--- config.mk ---
export PLATFORM = sky130hd
export DESIGN_NAME = display_scan_ctrl
export DESIGN_NICKNAME = d
export VERILOG_FILES = /design/src/rtl/display_scan_ctrl.sv
export SDC_FILE = /design/constraint.sdc
export NUM_CORES = 1
export LEC_CHECK = 0
export ABC_CLOCK_PERIOD_IN_PS = 2600
export CORE_ASPECT_RATIO = 1.25
export CORE_MARGIN = 1
export CORE_UTILIZATION = 52
export DETAILED_ROUTE_END_ITERATION = 10
export GPL_ROUTABILITY_DRIVEN = 1
export GPL_TIMING_DRIVEN = 0
export MAX_ROUTING_LAYER = met4
export PLACE_DENSITY = 0.79
export SLEW_MARGIN = 25
export SYNTH_ARGS = -nofsm -noshare
export SYNTH_HDL_FRONTEND = slang
export SYNTH_SLANG_ARGS = --single-unit
--- constraint.sdc ---
create_clock -name clk -period 2.6 [get_ports clk]
set_clock_uncertainty 0.2 [all_clocks]
set_input_delay 0.39 -clock clk [delete_from_list [all_inputs] [get_ports clk]]
set_output_delay 0.39 -clock clk [all_outputs]
set_load 0.01 [all_outputs]
--- src/rtl/display_scan_ctrl.sv ---
// Four-digit seven-segment scan controller: dead-time blanked digit multiplexing,
// leading-zero blanking and a one-deep pending value committed at frame boundaries.
module display_scan_ctrl #(
  parameter int unsigned DIGIT_CYCLES = 50000,
  parameter int unsigned BLANK_CYCLES = 500,
  parameter int unsigned CNT_W        = 16
) (
  input  logic        clk,
  input  logic        rst_n,
  input  logic        en,
  input  logic        lzb,
  input  logic [15:0] upd_value,
  input  logic        upd_valid,
  output logic        upd_ready,
  output logic [15:0] value_out,
  output logic [1:0]  dig_sel,
  output logic [3:0]  an,
  output logic        frame_done
);

  typedef enum logic [1:0] {
    S_OFF   = 2'd0,
    S_BLANK = 2'd1,
    S_DRIVE = 2'd2
  } state_t;

  localparam logic [CNT_W-1:0] DIG_LAST   = CNT_W'(DIGIT_CYCLES - 1);
  localparam logic [CNT_W-1:0] BLANK_LAST = CNT_W'(BLANK_CYCLES - 1);

  state_t            state_q, state_d;
  logic [CNT_W-1:0]  cnt_q, cnt_d;
  logic [1:0]        dig_q, dig_d;
  logic [3:0]        an_q, an_d;
  logic [15:0]       value_q, value_d;
  logic [15:0]       pend_q, pend_d;
  logic              full_q, full_d;
  logic              ready_q;
  logic              fd_q, fd_d;
  logic [3:0]        blank;

  // Digit k goes dark when it and every more significant nibble are zero.
  always_comb begin
    blank    = '0;
    blank[3] = lzb && (value_q[15:12] == 4'h0);
    blank[2] = lzb && (value_q[15:8]  == 8'h00);
    blank[1] = lzb && (value_q[15:4]  == 12'h000);
  end

  always_comb begin
    state_d = state_q;
    cnt_d   = cnt_q;
    dig_d   = dig_q;
    value_d = value_q;
    pend_d  = pend_q;
    full_d  = full_q;
    fd_d    = 1'b0;
    an_d    = '1;

    if (!en) begin
      state_d = S_OFF;
      cnt_d   = '0;
      dig_d   = '0;
    end else begin
      case (state_q)
        S_OFF: begin
          state_d = S_BLANK;
          cnt_d   = '0;
        end
        S_BLANK: begin
          if (cnt_q == BLANK_LAST) begin
            state_d = S_DRIVE;
            cnt_d   = '0;
          end else begin
            cnt_d = cnt_q + 1'b1;
          end
        end
        S_DRIVE: begin
          if (cnt_q == DIG_LAST) begin
            state_d = S_BLANK;
            cnt_d   = '0;
            dig_d   = dig_q + 1'b1;
            if (dig_q == 2'd3) begin
              fd_d = 1'b1;
              if (full_q) begin
                value_d = pend_q;
                full_d  = 1'b0;
              end
            end
          end else begin
            cnt_d = cnt_q + 1'b1;
          end
        end
        default: begin
          state_d = S_OFF;
          cnt_d   = '0;
          dig_d   = '0;
        end
      endcase
    end

    // While dark there is no frame to tear, so a pending value lands at once.
    if (state_q == S_OFF && full_q) begin
      value_d = pend_q;
      full_d  = 1'b0;
    end

    if (upd_valid && !full_q) begin
      pend_d = upd_value;
      full_d = 1'b1;
    end

    if (state_d == S_DRIVE && !blank[dig_d]) begin
      an_d = ~(4'b0001 << dig_d);
    end
  end

  always_ff @(posedge clk) begin
    if (!rst_n) begin
      state_q <= S_OFF;
      cnt_q   <= '0;
      dig_q   <= '0;
      an_q    <= '1;
      value_q <= '0;
      pend_q  <= '0;
      full_q  <= 1'b0;
      ready_q <= 1'b1;
      fd_q    <= 1'b0;
    end else begin
      state_q <= state_d;
      cnt_q   <= cnt_d;
      dig_q   <= dig_d;
      an_q    <= an_d;
      value_q <= value_d;
      pend_q  <= pend_d;
      full_q  <= full_d;
      ready_q <= !full_d;
      fd_q    <= fd_d;
    end
  end

  assign upd_ready  = ready_q;
  assign value_out  = value_q;
  assign dig_sel    = dig_q;
  assign an         = an_q;
  assign frame_done = fd_q;

endmodule

==> flow_metrics.py, run 1 <==
metrics = {
    "floorplanning": {
        "top_level_ports": 45,
        "die_y_um": 79.9,
        "dieWidth_um": 64.4,
        "floorplan.core_area_sq_mm": 0.00469,
        "std_cell_rows": 28,
        "initial_core_util_pct": 53.8,
        "die-area_sq_mm": 0.00514,
    },
    "synth": {
        "postSynthCellCount": 274,
        "synth_enable_flop_cells": 0,
        "synth_cell_types": 41,
        "ys_async_sr_fraction_pct": 0,
        "syn-num-nets": 301,
        "syn-mean-instance-area_sq_um": 9.22,
        "ys_dominant_reg_cell": "dfxtp_1",
        "syn-cell-area_sq_mm": 0.00253,
        "synth.top_cells.by_area": "dfxtp_1, mux2i_1, nand2_1",
        "number_of_storage_elements_in_the_synthesis_netlist": 59,
        "post-synth-top-area-cell": "dfxtp_1",
        "synthDominantCellAreaShare_pct": 46.7,
        "yosysWarnings": 0,
        "yosysSeqAreaShare_pct": 46.7,
    },
    "sta": {
        "max_fclk_ghz": 0.427,
        "rsz0062_at_grt": "false",
        "post-route-worst-setup-slack_ns": 0.258,
        "maxSlewHeadroom_pct": 69.9,
        "finalHoldViolations": 0,
        "timing.final.crit_share_pct": 90.1,
        "maxSlewViolCount": 0,
        "setup_violations": 0,
        "minimum_clock_period_ns": 2.34,
        "fin_setup_tns_ns": 0,
        "tightest_slew_ns": 0.452,
    },
    "layout": {
        "nFillCells": 394,
        "syn2layout_area_growth_pct": 25.9,
        "layout.cells.most_common": "dfxtp_1",
        "num_antenna_cells": 0,
        "finish.net_count": 355,
        "mostFrequentLayoutCells": "dfxtp_1, nand2_1, clkdlybuf4s50_1, nor2_1, nor2b_1",
        "final_layout_size_suffix_gt1_share_pct": 7.58,
    },
    "worst_setup_path": {
        "setup.reg_to_reg.worst_slack_ns": 0.26,
        "worst_ep_required_ns": 2.59,
        "cp-start-kind": "flip-flop",
        "worst-r2r-cell-count": 5,
        "crit_path_max_fanout": 7,
        "worst-setup-path-type": "reg2reg",
        "rr_startpoint": "cnt_q[9]",
        "endpoint_arrival_time_on_the_critical_path_ns": 2.33,
        "worst_setup_path_end_kind": "flip-flop",
        "worstReg2RegEnd": "an[1]",
    },
    "clocking": {
        "post_cts_buffers": 0,
        "count_of_instances_resized_after_the_clock_tree_is_built": 0,
        "postCtsHoldBufs": 0,
        "cts_buffer_count": 9,
        "clk_pin_slew_worst_paths_ns": 0.06,
        "cts_tree": "yes",
        "cts_max_level": 3,
        "clk-insertion-delay-late_ns": 0.32,
        "cts-root-buf": "clkbuf_8",
        "max_root_sink_buffers": 2,
        "clock_sink_count": 59,
    },
    "grt": {
        "globalRouteTotalUtil_pct": 23.0,
        "number_of_global_route_vias_before_repair": 1928,
        "first_pass_grt_wire_length_um": 8690,
        "overflow": 0,
        "grt_antenna_before_repair": 0,
        "grt_start_max_net_pins": 11,
    },
    "power": {
        "p_leak_nw": 1.15,
        "power_frac_comb_pct": 8.7,
        "sw_power_mw": 0.390,
        "power_frac_seq_pct": 53.8,
        "clkPwrFrac_pct": 37.6,
        "total_design_power_mw": 1.76,
        "sw_frac_of_total_pct": 22.2,
        "worst_ir_drop_vdd_v": 0.000359,
        "p_per_area_mw_per_mm2": 553,
        "p_int_mw": 1.37,
    },
    "drt": {
        "drt.antenna.violating_nets": 0,
        "post_drt_via_cell_ratio": 5.22,
        "drt_pre_antenna_iters": 4,
        "wirelength_um": 5080,
        "post_drt_wl_per_cell_um": 13.0,
        "detailedRoute.firstIterationViolations": 89,
        "detailroute.via_count": 2036,
        "route.detailed.drc": 0,
    },
    "worst_hold_path": {
        "timing.hold.worst_endpoint": "pend_q[7]",
        "worst_hold_startpoint": "pend_q[7]",
        "worst_hold_path_type": "reg2reg",
        "min_path_cells": 2,
    },
    "placement": {
        "buffer_ports.inserted": 43,
        "final_replace_weighted_congestion": 0.863,
        "post-dp-hpwl_um": 3700,
        "dp_worst_setup_slack_ns": 0.284,
    },
    "outcome": {
        "status": "finished, final reports clean",
    },
    "run": {
        "drv.max_cap_violation_count": 0,
    },
}
==> cell type report <==
cell class | instances | area [sq um] | share of cell area, %
Multi-Input combinational cell | 196 | 1270 | 39.8
Sequential cell | 59 | 1180 | 37.1
Timing Repair Buffer | 43 | 430 | 13.5
Clock buffer | 13 | 149 | 4.68
Tap cell | 60 | 75.1 | 2.36
Buffer | 12 | 53.8 | 1.69
Inverter | 7 | 26.3 | 0.826
==> synthesized netlist by cell type (all sizes together), types with 4 or more instances <==
library cell / n
a21boi: 16
xnor2: 8
dfxtp: 59
nor2b: 18
nand3: 8
inv: 7
clkbuf: 9
xor2: 6
nor4: 4
nor2: 27
nand4: 7
and3: 5
nand2: 44
o21ai: 4
mux2i: 17
ha: 6
==> worst max-delay path, cell delays in order, from the launching register on <==
cell	delay [ns]
dfxtp_1	0.36
or4_4	0.58
nor4_1	0.33
o21ai_0	0.18
a221oi_2	0.40
o2111ai_1	0.16
==> worst max path at each step <==
stage                  start       endpoint  slack (ns)  cells after the start
finish              cnt_q[9]          an[1]        0.26                      5
global route        cnt_q[6]   value_out[7]        0.11                      7
CTS                 cnt_q[6]  value_out[11]        0.26                      7
detailed placement  cnt_q[9]          an[1]        0.28                      5
global placement          en          an[1]        0.28                      5
floorplan           cnt_q[9]          an[2]        0.45                      5
==> routing by layer <==
layer | wire length, um | GRT usage [%] | share of wire, %
met5 | 0 | - | 0
met4 | 53 | 10.4 | 1.0
met3 | 204 | 6.71 | 4.0
met2 | 2580 | 37.7 | 51
met1 | 2240 | 25.8 | 44
==> power groups by stage <==
stage	logic (mW)	registers, mW	clock network (mW)
global placement	0.151	0.964	0
global route	0.170	0.948	0.721
CTS	0.155	0.946	0.680
floorplan	0.0864	0.964	0
detailed placement	0.153	0.965	0
finish	0.153	0.945	0.661
==> per-stage QoR <==
step / cells / instance area [sq um] / hold slack [ns] / utilization (%)
floorplan: 274 / 2530 / 0.226 / -
global placement: 377 / 3030 / 0.238 / 64.6
detailed placement: 377 / 3030 / 0.252 / 64.6
CTS: 390 / 3180 / 0.265 / 67.8
global route: 390 / 3180 / 0.286 / 67.8
finish: 390 / 3180 / 0.262 / 67.8
==> cells by family after synthesis <==
logic type,Yosys count,share of synthesized area [%]
AND/OR/NAND/NOR,127,25.1
adder cells (fa/ha/maj),6,2.97
AO/OA/AOI/OAI,31,9.95
XOR/XNOR,14,4.85
multiplexers,18,7.18
buffers and inverters,19,3.17
flip-flops,59,46.7
==> flip-flops by register name (all words and copies together) (netlist names) <==
| name | flops |
|---|---|
| pend_q | 16 |
| dig_sel | 2 |
| full_q | 1 |
| upd_ready | 1 |
| frame_done | 1 |
| value_out | 16 |
| state_q | 2 |
| cnt_q | 16 |
| an | 4 |
Power figures use the tool's default switching activity.
==> inputs of run 2 (changes only) <==
- CTS_BUF_LIST: not set -> sky130_fd_sc_hd__clkbuf_8 sky130_fd_sc_hd__clkbuf_16
==> run 2 against run 1 <==
- wire length about the same
- combinational power about the same
- non-clock buffer count unchanged
- utilization unchanged
- largest power group unchanged
==> flow_metrics.py, run 2 (same netlist as run 1, synthesis figures left out) <==
metrics = {
    "clocking": {
        "clk_pin_slew_worst_paths_ns": 0.06,
        "cts-root-buf": "clkbuf_8",
        "postCtsHoldBufs": 0,
        "clock_sink_count": 59,
        "cts_tree": "yes",
        "cts_buffer_count": 9,
        "max_root_sink_buffers": 2,
        "count_of_instances_resized_after_the_clock_tree_is_built": 0,
        "post_cts_buffers": 0,
        "clk-insertion-delay-late_ns": 0.32,
        "cts_max_level": 3,
    },
    "layout": {
        "nFillCells": 394,
        "final-seq-area_sq_mm": 0.00118,
        "area_taken_by_multi_input_logic_gates_sq_mm": 0.00127,
        "finish.net_count": 355,
        "utilization_pct": 67.8,
        "final_layout_size_suffix_gt1_share_pct": 7.58,
        "mostFrequentLayoutCells": "dfxtp_1, nand2_1, clkdlybuf4s50_1, nor2_1, nor2b_1",
        "layout.cells.most_common": "dfxtp_1",
        "num_antenna_cells": 0,
        "syn2layout_area_growth_pct": 25.9,
    },
    "grt": {
        "globalRouteTotalUtil_pct": 23.0,
        "use_met2_pct": 37.7,
        "grt.met3_usage_pct": 6.71,
        "number_of_global_route_vias_before_repair": 1928,
        "first_pass_grt_wire_length_um": 8690,
        "overflow": 0,
        "grt_antenna_before_repair": 0,
        "most_heavily_used_metal_layer_in_global_routing": "met2",
        "groute.layer.met1.usage_pct": 25.8,
        "grt_start_max_net_pins": 11,
    },
    "worst_setup_path": {
        "crit_start": "cnt_q[9]",
        "worst_setup_path_end_kind": "flip-flop",
        "endpoint_arrival_time_on_the_critical_path_ns": 2.33,
        "worst_ep_required_ns": 2.59,
        "cp-start-kind": "flip-flop",
        "rr_startpoint": "cnt_q[9]",
        "crit_path_max_fanout": 7,
        "worst-setup-path-type": "reg2reg",
    },
    "placement": {
        "buffer_ports.inserted": 43,
        "post-dp-hpwl_um": 3700,
        "final_replace_weighted_congestion": 0.863,
    },
    "drt": {
        "wirelength_um": 5080,
        "drt.antenna.violating_nets": 0,
        "post_drt_via_cell_ratio": 5.23,
        "post_drt_wl_per_cell_um": 13.0,
        "route.detailed.drc": 0,
        "drt_pre_antenna_iters": 4,
        "detailroute.via_count": 2038,
        "detailedRoute.firstIterationViolations": 89,
    },
    "power": {
        "sw_power_mw": 0.392,
        "p_int_mw": 1.36,
        "p_leak_nw": 1.16,
        "sw_frac_of_total_pct": 22.4,
        "clkPwrFrac_pct": 37.2,
        "power_frac_seq_pct": 54.1,
        "p_per_area_mw_per_mm2": 549,
        "worst_ir_drop_vdd_v": 0.000359,
        "total_design_power_mw": 1.75,
        "power_frac_comb_pct": 8.8,
    },
    "sta": {
        "rsz0062_at_grt": "false",
        "setup_violations": 0,
        "minimum_clock_period_ns": 2.35,
        "fin_setup_tns_ns": 0,
        "tightest_slew_ns": 0.449,
        "maxSlewHeadroom_pct": 70.0,
        "maxSlewViolCount": 0,
        "finalHoldViolations": 0,
        "timing.final.crit_share_pct": 90.3,
        "max_fclk_ghz": 0.426,
    },
    "floorplanning": {
        "die-area_sq_mm": 0.00514,
        "die_y_um": 79.9,
        "floorplan.core_area_sq_mm": 0.00469,
        "std_cell_rows": 28,
        "initial_core_util_pct": 53.8,
        "dieWidth_um": 64.4,
        "top_level_ports": 45,
    },
    "outcome": {
        "status": "finished, final reports clean",
    },
    "worst_hold_path": {
        "worst_hold_startpoint": "cnt_q[0]",
        "worst_hold_path_type": "reg2reg",
    },
    "run": {
        "drv.max_cap_violation_count": 0,
    },
}
[run 2: area by class of cell]
class	count	area share (%)
Multi-Input combinational cell	196	39.8
Sequential cell	59	37.1
Timing Repair Buffer	43	13.5
Clock buffer	10	4.33
Tap cell	60	2.36
Buffer	12	1.69
Inverter	7	0.826
Clock inverter	3	0.354
[run 2: path summary, 6_finish.rpt]
kind | endpoint | slack (ns) | cells after the start
hold / removal | cnt_q[0] | 0.26 | 1
setup reg to reg | an[1] | 0.25 | 5
setup / recovery | an[1] | 0.25 | 5
hold reg to reg | cnt_q[0] | 0.26 | 1
[run 2: worst max-delay path, cell delays in order, from the launching register on]
cell and delay [ns]:
dfxtp_1 0.36, or4_4 0.58, nor4_1 0.33, o21ai_0 0.18, a221oi_2 0.40, o2111ai_1 0.16
[run 2: layer usage]
layer,up-vias,wire [um]
met4,0,53
met2,47,2580
met1,948,2240
met3,5,209
met5,-,0
li1,1038,-
[run 2: per-stage QoR]
step           hold slack (ns)  instance area, sq um  setup slack, ns  instances
2_1_floorplan            0.226                  2530            0.454        274
3_3_place_gp             0.238                  3030            0.276        377
3_5_place_dp             0.252                  3030            0.284        377
4_1_cts                  0.265                  3180            0.258        390
5_1_grt                  0.286                  3180            0.110        390
6_report                 0.262                  3180            0.252        390
[run 2: power by group through the flow]
stage	clock network [mW]	registers (mW)	logic [mW]
floorplan	0	0.964	0.0864
global placement	0	0.964	0.151
detailed placement	0	0.965	0.153
CTS	0.669	0.946	0.155
global route	0.711	0.948	0.170
finish	0.650	0.945	0.153
==> inputs of run 3 (changes only) <==
- SLEW_MARGIN: 25 -> 15
==> results of run 3 <==
Final layout, timing and power as in run 2 (identical DEF).
